===== src/rtl/axi_lite_rr_arbiter_pkg.sv =====
// Shared AXI-Lite payload types, widths and FSM state encodings for the round-robin arbiter.
package axi_lite_rr_arbiter_pkg;

    localparam int unsigned ADDR_LEN  = 32;
    localparam int unsigned DATA_W    = 64;
    localparam int unsigned STRB_W    = DATA_W / 8;
    localparam int unsigned NUM_M_MAX = 8;

    typedef enum logic [1:0] {
        RespOkay   = 2'b00,
        RespExOkay = 2'b01,
        RespSlvErr = 2'b10,
        RespDecErr = 2'b11
    } resp_t;

    typedef struct packed {
        logic [DATA_W-1:0] data;
        logic [STRB_W-1:0] strb;
    } WxDATA_t;

    typedef struct packed {
        logic [DATA_W-1:0] data;
        resp_t             resp;
    } RxDATA_t;

    localparam int unsigned WxDATA_W = $bits(WxDATA_t);
    localparam int unsigned RxDATA_W = $bits(RxDATA_t);

    typedef enum logic [1:0] {
        WIdle,
        WAddr,
        WData,
        WResp
    } w_state_e;

    typedef enum logic [1:0] {
        RIdle,
        RAddr,
        RData
    } r_state_e;

    function automatic int unsigned rr_next(input int unsigned idx, input int unsigned n);
        return (idx + 1 >= n) ? 0 : idx + 1;
    endfunction

endpackage


===== src/rtl/rr_arbiter.sv =====
// Combinational round-robin picker: first requester at or after ptr_i, wrapping at N.
module rr_arbiter #(
    parameter int unsigned  N    = 2,
    localparam int unsigned IdxW = (N > 1) ? $clog2(N) : 1
) (
    input  logic [N-1:0]    req_i,
    input  logic [IdxW-1:0] ptr_i,
    output logic            any_o,
    output logic [IdxW-1:0] gnt_idx_o
);

    logic            found;
    logic [IdxW-1:0] cand;

    always_comb begin
        found     = 1'b0;
        gnt_idx_o = '0;
        cand      = '0;
        for (int unsigned k = 0; k < N; k++) begin
            cand = IdxW'((32'(ptr_i) + k) % N);
            if (!found && req_i[cand]) begin
                found     = 1'b1;
                gnt_idx_o = cand;
            end
        end
    end

    assign any_o = |req_i;

endmodule


===== src/rtl/axi_lite_rr_arbiter.sv =====
// Round-robin sharing of one AXI-Lite subordinate between NUM_M managers; independent
// read and write paths, each with a single transaction in flight.
module axi_lite_rr_arbiter
    import axi_lite_rr_arbiter_pkg::*;
#(
    parameter int unsigned  NUM_M = 2,
    localparam int unsigned IDX_W = $clog2(NUM_M)
) (
    input  logic                      aclk_i,
    input  logic                      areset_i,
    // Manager-facing ports
    input  logic [NUM_M-1:0]          s_awvalid_i,
    input  logic [NUM_M*ADDR_LEN-1:0] s_awaddr_i,
    output logic [NUM_M-1:0]          s_awready_o,
    input  logic [NUM_M-1:0]          s_wvalid_i,
    input  logic [NUM_M*WxDATA_W-1:0] s_wdata_i,
    output logic [NUM_M-1:0]          s_wready_o,
    output logic [NUM_M-1:0]          s_bvalid_o,
    output logic [1:0]                s_bresp_o,
    input  logic [NUM_M-1:0]          s_bready_i,
    input  logic [NUM_M-1:0]          s_arvalid_i,
    input  logic [NUM_M*ADDR_LEN-1:0] s_araddr_i,
    output logic [NUM_M-1:0]          s_arready_o,
    output logic [NUM_M-1:0]          s_rvalid_o,
    output logic [RxDATA_W-1:0]       s_rdata_o,
    input  logic [NUM_M-1:0]          s_rready_i,
    // Subordinate-facing port
    output logic                      m_awvalid_o,
    output logic [ADDR_LEN-1:0]       m_awaddr_o,
    input  logic                      m_awready_i,
    output logic                      m_wvalid_o,
    output logic [WxDATA_W-1:0]       m_wdata_o,
    input  logic                      m_wready_i,
    input  logic                      m_bvalid_i,
    input  logic [1:0]                m_bresp_i,
    output logic                      m_bready_o,
    output logic                      m_arvalid_o,
    output logic [ADDR_LEN-1:0]       m_araddr_o,
    input  logic                      m_arready_i,
    input  logic                      m_rvalid_i,
    input  logic [RxDATA_W-1:0]       m_rdata_i,
    output logic                      m_rready_o
);

    w_state_e w_state_q, w_state_d;
    r_state_e r_state_q, r_state_d;

    logic [IDX_W-1:0] wgnt_q, wgnt_d, wptr_q, wptr_d;
    logic [IDX_W-1:0] rgnt_q, rgnt_d, rptr_q, rptr_d;
    logic             w_any, r_any;
    logic [IDX_W-1:0] w_win, r_win;

    logic [ADDR_LEN-1:0] aw_addr [NUM_M];
    logic [ADDR_LEN-1:0] ar_addr [NUM_M];
    logic [WxDATA_W-1:0] w_data  [NUM_M];

    for (genvar i = 0; i < NUM_M; i++) begin : g_unpack
        assign aw_addr[i] = s_awaddr_i[i*ADDR_LEN +: ADDR_LEN];
        assign ar_addr[i] = s_araddr_i[i*ADDR_LEN +: ADDR_LEN];
        assign w_data[i]  = s_wdata_i[i*WxDATA_W +: WxDATA_W];
    end

    rr_arbiter #(
        .N(NUM_M)
    ) u_wr_arb (
        .req_i     (s_awvalid_i),
        .ptr_i     (wptr_q),
        .any_o     (w_any),
        .gnt_idx_o (w_win)
    );

    rr_arbiter #(
        .N(NUM_M)
    ) u_rd_arb (
        .req_i     (s_arvalid_i),
        .ptr_i     (rptr_q),
        .any_o     (r_any),
        .gnt_idx_o (r_win)
    );

    // Responses are broadcast; only the granted manager sees its valid.
    assign s_bresp_o = m_bresp_i;
    assign s_rdata_o = m_rdata_i;

    always_comb begin
        w_state_d   = w_state_q;
        wgnt_d      = wgnt_q;
        wptr_d      = wptr_q;
        m_awvalid_o = 1'b0;
        m_awaddr_o  = '0;
        s_awready_o = '0;
        m_wvalid_o  = 1'b0;
        m_wdata_o   = '0;
        s_wready_o  = '0;
        s_bvalid_o  = '0;
        m_bready_o  = 1'b0;
        unique case (w_state_q)
            WIdle: begin
                // The winner is registered; forwarding starts the following cycle.
                if (w_any) begin
                    wgnt_d    = w_win;
                    w_state_d = WAddr;
                end
            end
            WAddr: begin
                m_awvalid_o         = 1'b1;
                m_awaddr_o          = aw_addr[wgnt_q];
                s_awready_o[wgnt_q] = m_awready_i;
                if (m_awready_i) begin
                    w_state_d = WData;
                end
            end
            WData: begin
                m_wvalid_o         = s_wvalid_i[wgnt_q];
                m_wdata_o          = w_data[wgnt_q];
                s_wready_o[wgnt_q] = m_wready_i;
                if (s_wvalid_i[wgnt_q] && m_wready_i) begin
                    w_state_d = WResp;
                end
            end
            WResp: begin
                s_bvalid_o[wgnt_q] = m_bvalid_i;
                m_bready_o         = s_bready_i[wgnt_q];
                if (m_bvalid_i && s_bready_i[wgnt_q]) begin
                    wptr_d    = IDX_W'(rr_next(32'(wgnt_q), NUM_M));
                    w_state_d = WIdle;
                end
            end
            default: w_state_d = WIdle;
        endcase
    end

    always_comb begin
        r_state_d   = r_state_q;
        rgnt_d      = rgnt_q;
        rptr_d      = rptr_q;
        m_arvalid_o = 1'b0;
        m_araddr_o  = '0;
        s_arready_o = '0;
        s_rvalid_o  = '0;
        m_rready_o  = 1'b0;
        unique case (r_state_q)
            RIdle: begin
                if (r_any) begin
                    rgnt_d    = r_win;
                    r_state_d = RAddr;
                end
            end
            RAddr: begin
                m_arvalid_o         = 1'b1;
                m_araddr_o          = ar_addr[rgnt_q];
                s_arready_o[rgnt_q] = m_arready_i;
                if (m_arready_i) begin
                    r_state_d = RData;
                end
            end
            RData: begin
                s_rvalid_o[rgnt_q] = m_rvalid_i;
                m_rready_o         = s_rready_i[rgnt_q];
                if (m_rvalid_i && s_rready_i[rgnt_q]) begin
                    rptr_d    = IDX_W'(rr_next(32'(rgnt_q), NUM_M));
                    r_state_d = RIdle;
                end
            end
            default: r_state_d = RIdle;
        endcase
    end

    always_ff @(posedge aclk_i) begin
        if (areset_i) begin
            w_state_q <= WIdle;
            wgnt_q    <= '0;
            wptr_q    <= '0;
            r_state_q <= RIdle;
            rgnt_q    <= '0;
            rptr_q    <= '0;
        end else begin
            w_state_q <= w_state_d;
            wgnt_q    <= wgnt_d;
            wptr_q    <= wptr_d;
            r_state_q <= r_state_d;
            rgnt_q    <= rgnt_d;
            rptr_q    <= rptr_d;
        end
    end

endmodule


===== config.mk =====
export PLATFORM = sky130hd
export DESIGN_NAME = axi_lite_rr_arbiter
export DESIGN_NICKNAME = d
export VERILOG_FILES = /design/src/rtl/axi_lite_rr_arbiter_pkg.sv /design/src/rtl/rr_arbiter.sv /design/src/rtl/axi_lite_rr_arbiter.sv
export SDC_FILE = /design/constraint.sdc
export NUM_CORES = 1
export LEC_CHECK = 0
export ABC_AREA = 1
export CAP_MARGIN = 15
export CORE_AREA = 2 2 223 225
export DETAILED_ROUTE_END_ITERATION = 12
export DIE_AREA = 0 0 225 227
export HOLD_SLACK_MARGIN = 0.15
export PLACE_DENSITY = 0.32
export SLEW_MARGIN = 20
export SYNTH_ARGS = -nofsm -noshare
export SYNTH_HDL_FRONTEND = slang
export SYNTH_SLANG_ARGS = --single-unit

===== constraint.sdc =====
create_clock -name aclk_i -period 3.5 [get_ports aclk_i]
set_input_delay 0.35 -clock aclk_i [delete_from_list [all_inputs] [get_ports aclk_i]]
set_output_delay 0.35 -clock aclk_i [all_outputs]
set_load 0.02 [all_outputs]

==> flow_summary.json <==
{
  "status": "finished clean",
  "die_width_um": 225,
  "irDropWorstVdd_mv": 0.1810,
  "maxCapViolations": 0,
  "cts_buffers": 3,
  "io_buffers": 439,
  "seqCellArea_um2": 163.9,
  "grt-ovfl-total": 0,
  "hold_buffers": 0,
  "cts_resized": 0,
  "power_frac_clock": 0.079,
  "synthToLayoutAreaGrowth_pct": 151.7,
  "start_util": 0.06299,
  "dieArea_um2": 51080,
  "postCtsSetupBuffers": 0,
  "holdCritPathClass": "reg2reg",
  "htree_levels": 1,
  "grt_pass1_wl_um": 34870,
  "syn_area_per_cell_um2": 4.940,
  "num-fill-cells": 5641,
  "tightest_slew_ns": 0.8339,
  "fin_skew_ns": 0.0005726,
  "path_class": "reg2out",
  "yosysWarningCount": 0,
  "syn_inst": 619,
  "ios": 576,
  "fin_nets": 1327,
  "timing.final.crit_share": 0.8330,
  "yosysUniqueCellTypes": 24,
  "finalSetupTns_ns": 0,
  "grt_antenna_before_repair": 7,
  "grtUsageTotal": 0.09210,
  "p_int_w": 0.001268,
  "firstDrtPassIters": 7,
  "worstSetupEndpointType": "output port",
  "seq_area_frac_synth": 0.05237,
  "synth_area_um2": 3058,
  "totalWireLength_um": 25890,
  "synth-seq-cells": 8,
  "arrival_ns": 2.57,
  "layout-drive-gt1-share": 0.03316,
  "multiInputGateArea_um2": 2051,
  "syn_nets": 980,
  "wl_per_cell_um": 16.29,
  "seq_power_share": 0.055,
  "clock-sinks": 8,
  "ant_nets": 0,
  "slew_viol_final": 0,
  "maxSlewHeadroom": 0.4441,
  "clkTransAtPathRegs_ns": 0.04,
  "grt_setup_unrepaired": "false",
  "power_switching_w": 0.001278,
  "drc_errors": 0,
  "cts_tree": "done",
  "crit_required_ns": 3.15,
  "die_h_um": 227,
  "vias": 5281,
  "hpwlAfterDp_um": 22220,
  "setup_viol": 0,
  "period_minus_slack_ns": 2.916,
  "power.density_nw_per_um2": 330.7,
  "path_max_fanout": 31,
  "grt_max_degree": 55,
  "cts_root_buffer": "clkbuf_16",
  "insertion_delay_ns": 0.23,
  "fmax_mhz": 343.0,
  "finalHoldViolCount": 0,
  "pwr-share-comb": 0.866,
  "leakagePower_nw": 2.862,
  "finalWeightedCongestion": 0.7872,
  "critPathLaunchType": "flip-flop",
  "sw_frac_of_total": 0.5020,
  "routed_via_density": 3.323,
  "power_w": 0.002546,
  "grt_pass1_vias": 5353,
  "first_iter_violations": 202,
  "placementRows": 81,
  "clock_tree.buffer_depth": 2,
  "core_um2": 48550
}
==> power by group through the flow <==
| stage | clock, W | sequential (W) | combinational (W) |
|---|---|---|---|
| floorplan | 0 | 0.000119 | 0.00117 |
| global placement | 0 | 0.000145 | 0.00227 |
| detailed placement | 0 | 0.000144 | 0.00225 |
| CTS | 0.000208 | 0.000143 | 0.00226 |
| global route | 0.000213 | 0.000147 | 0.00239 |
| finish | 0.000201 | 0.000141 | 0.00220 |
==> registers in the layout, indices dropped and copies added (netlist names) <==
name	cells
w_state_q	2
wgnt_q	1
rptr_q	1
wptr_q	1
r_state_q	2
rgnt_q	1
==> path summary, 6_finish.rpt <==
kind                 from             to  slack [ns]  cells past startpoint
max          w_state_q[0]  m_wdata_o[67]        0.58                      6
max reg2reg  w_state_q[1]   w_state_q[0]        1.51                      9
min                wptr_q         wptr_q        0.48                      2
min reg2reg        wptr_q         wptr_q        0.48                      2
==> per-stage QoR <==
step | std cells | cell area, um^2 | hold slack (ns) | setup WS (ns) | util
floorplan | 619 | 3058 | 0.4191 | 1.796 | -
global placement | 1583 | 7614 | 0.4804 | 0.7400 | 0.1568
detailed placement | 1583 | 7614 | 0.4902 | 0.7658 | 0.1568
CTS | 1587 | 7692 | 0.4960 | 0.5044 | 0.1585
global route | 1588 | 7695 | 0.5244 | 0.3997 | 0.1585
finish | 1589 | 7697 | 0.4830 | 0.5844 | 0.1586
==> critical path, cell delays in order (launching register included) <==
cell and delay (ns):
dfxtp_1 0.32, inv_1 0.10, ha_1 0.24, clkinv_2 0.44, buf_4 0.35, a21oi_1 0.20
clkdlybuf4s50_1 0.65
==> layout by cell type (no fill, tap or decap) <==
cell             instances
clkdlybuf4s50_1        439
nand2_1                288
a21oi_1                142
inv_1                   17
nor2_1                  15
buf_4                   15
dfxtp_1                  7
nor3_1                   5
inv_2                    4
o21ai_0                  4
ha_1                     4
nand3_1                  3
clkbuf_16                3
diode_2                  2
nor2_2                   2
nand2_2                  2
o211ai_1                 2
nand4_1                  2
nor2_4                   1
inv_4                    1
clkinv_2                 1
clkinv_1                 1
o21ai_1                  1
a211oi_1                 1
or2_1                    1
nand3_2                  1
clkbuf_1                 1
buf_12                   1
dfxtp_4                  1
==> layout make-up <==
cell class / count / share of cell area
Inverter: 24 / 0.01219
Multi-Input combinational cell: 474 / 0.2664
Timing Repair Buffer: 455 / 0.5881
Sequential cell: 8 / 0.02129
Clock buffer: 4 / 0.01024
Antenna cell: 2 / 0.0006502
Tap cell: 622 / 0.1011
==> per-layer routing <==
metal | track usage | wire length [um] | part of all wire | vias to the layer above
met1 | 0.09772 | 9687 | 0.37 | 2322
met5 | 0 | 27 | 0.0010 | -
met3 | 0.04220 | 3178 | 0.12 | 30
met4 | 0.01987 | 403 | 0.016 | 4
li1 | - | - | - | 2585
met2 | 0.1668 | 12590 | 0.49 | 340
==> synth_stat cells <==
cell type,number,share of area
a21oi_1,142,0.23
inv_1,18,0.022
or2_1,1,0.0020
buf_2,23,0.038
ha_1,4,0.016
nand3_2,1,0.0033
buf_4,73,0.18
o211ai_1,2,0.0049
nand2_1,288,0.35
a211oi_1,1,0.0025
clkbuf_1,13,0.016
nor2_1,15,0.018
nand3_1,3,0.0049
buf_6,4,0.015
clkinv_1,1,0.0012
nor2_2,2,0.0041
nor2_4,1,0.0037
o21ai_0,4,0.0065
o21ai_1,1,0.0016
nand4_1,2,0.0041
dfxtp_1,8,0.052
nand2_2,2,0.0041
inv_2,5,0.0061
nor3_1,5,0.0082
==> cells by family (layout without fill, tap and decap cells) <==
logic type                 count (synthesis)  after routing  share of synthesized area
and+or+nand+nor                          320            320                     0.4063
adders and majority gates                  4              4                    0.01637
DFF                                        8              8                    0.05237
other                                      0              2                          0
AOI/OAI and AO/OA                        150            150                     0.2480
buffers and inverters                    137            483                     0.2770
Note: power is estimated with default switching activity, not from simulation.
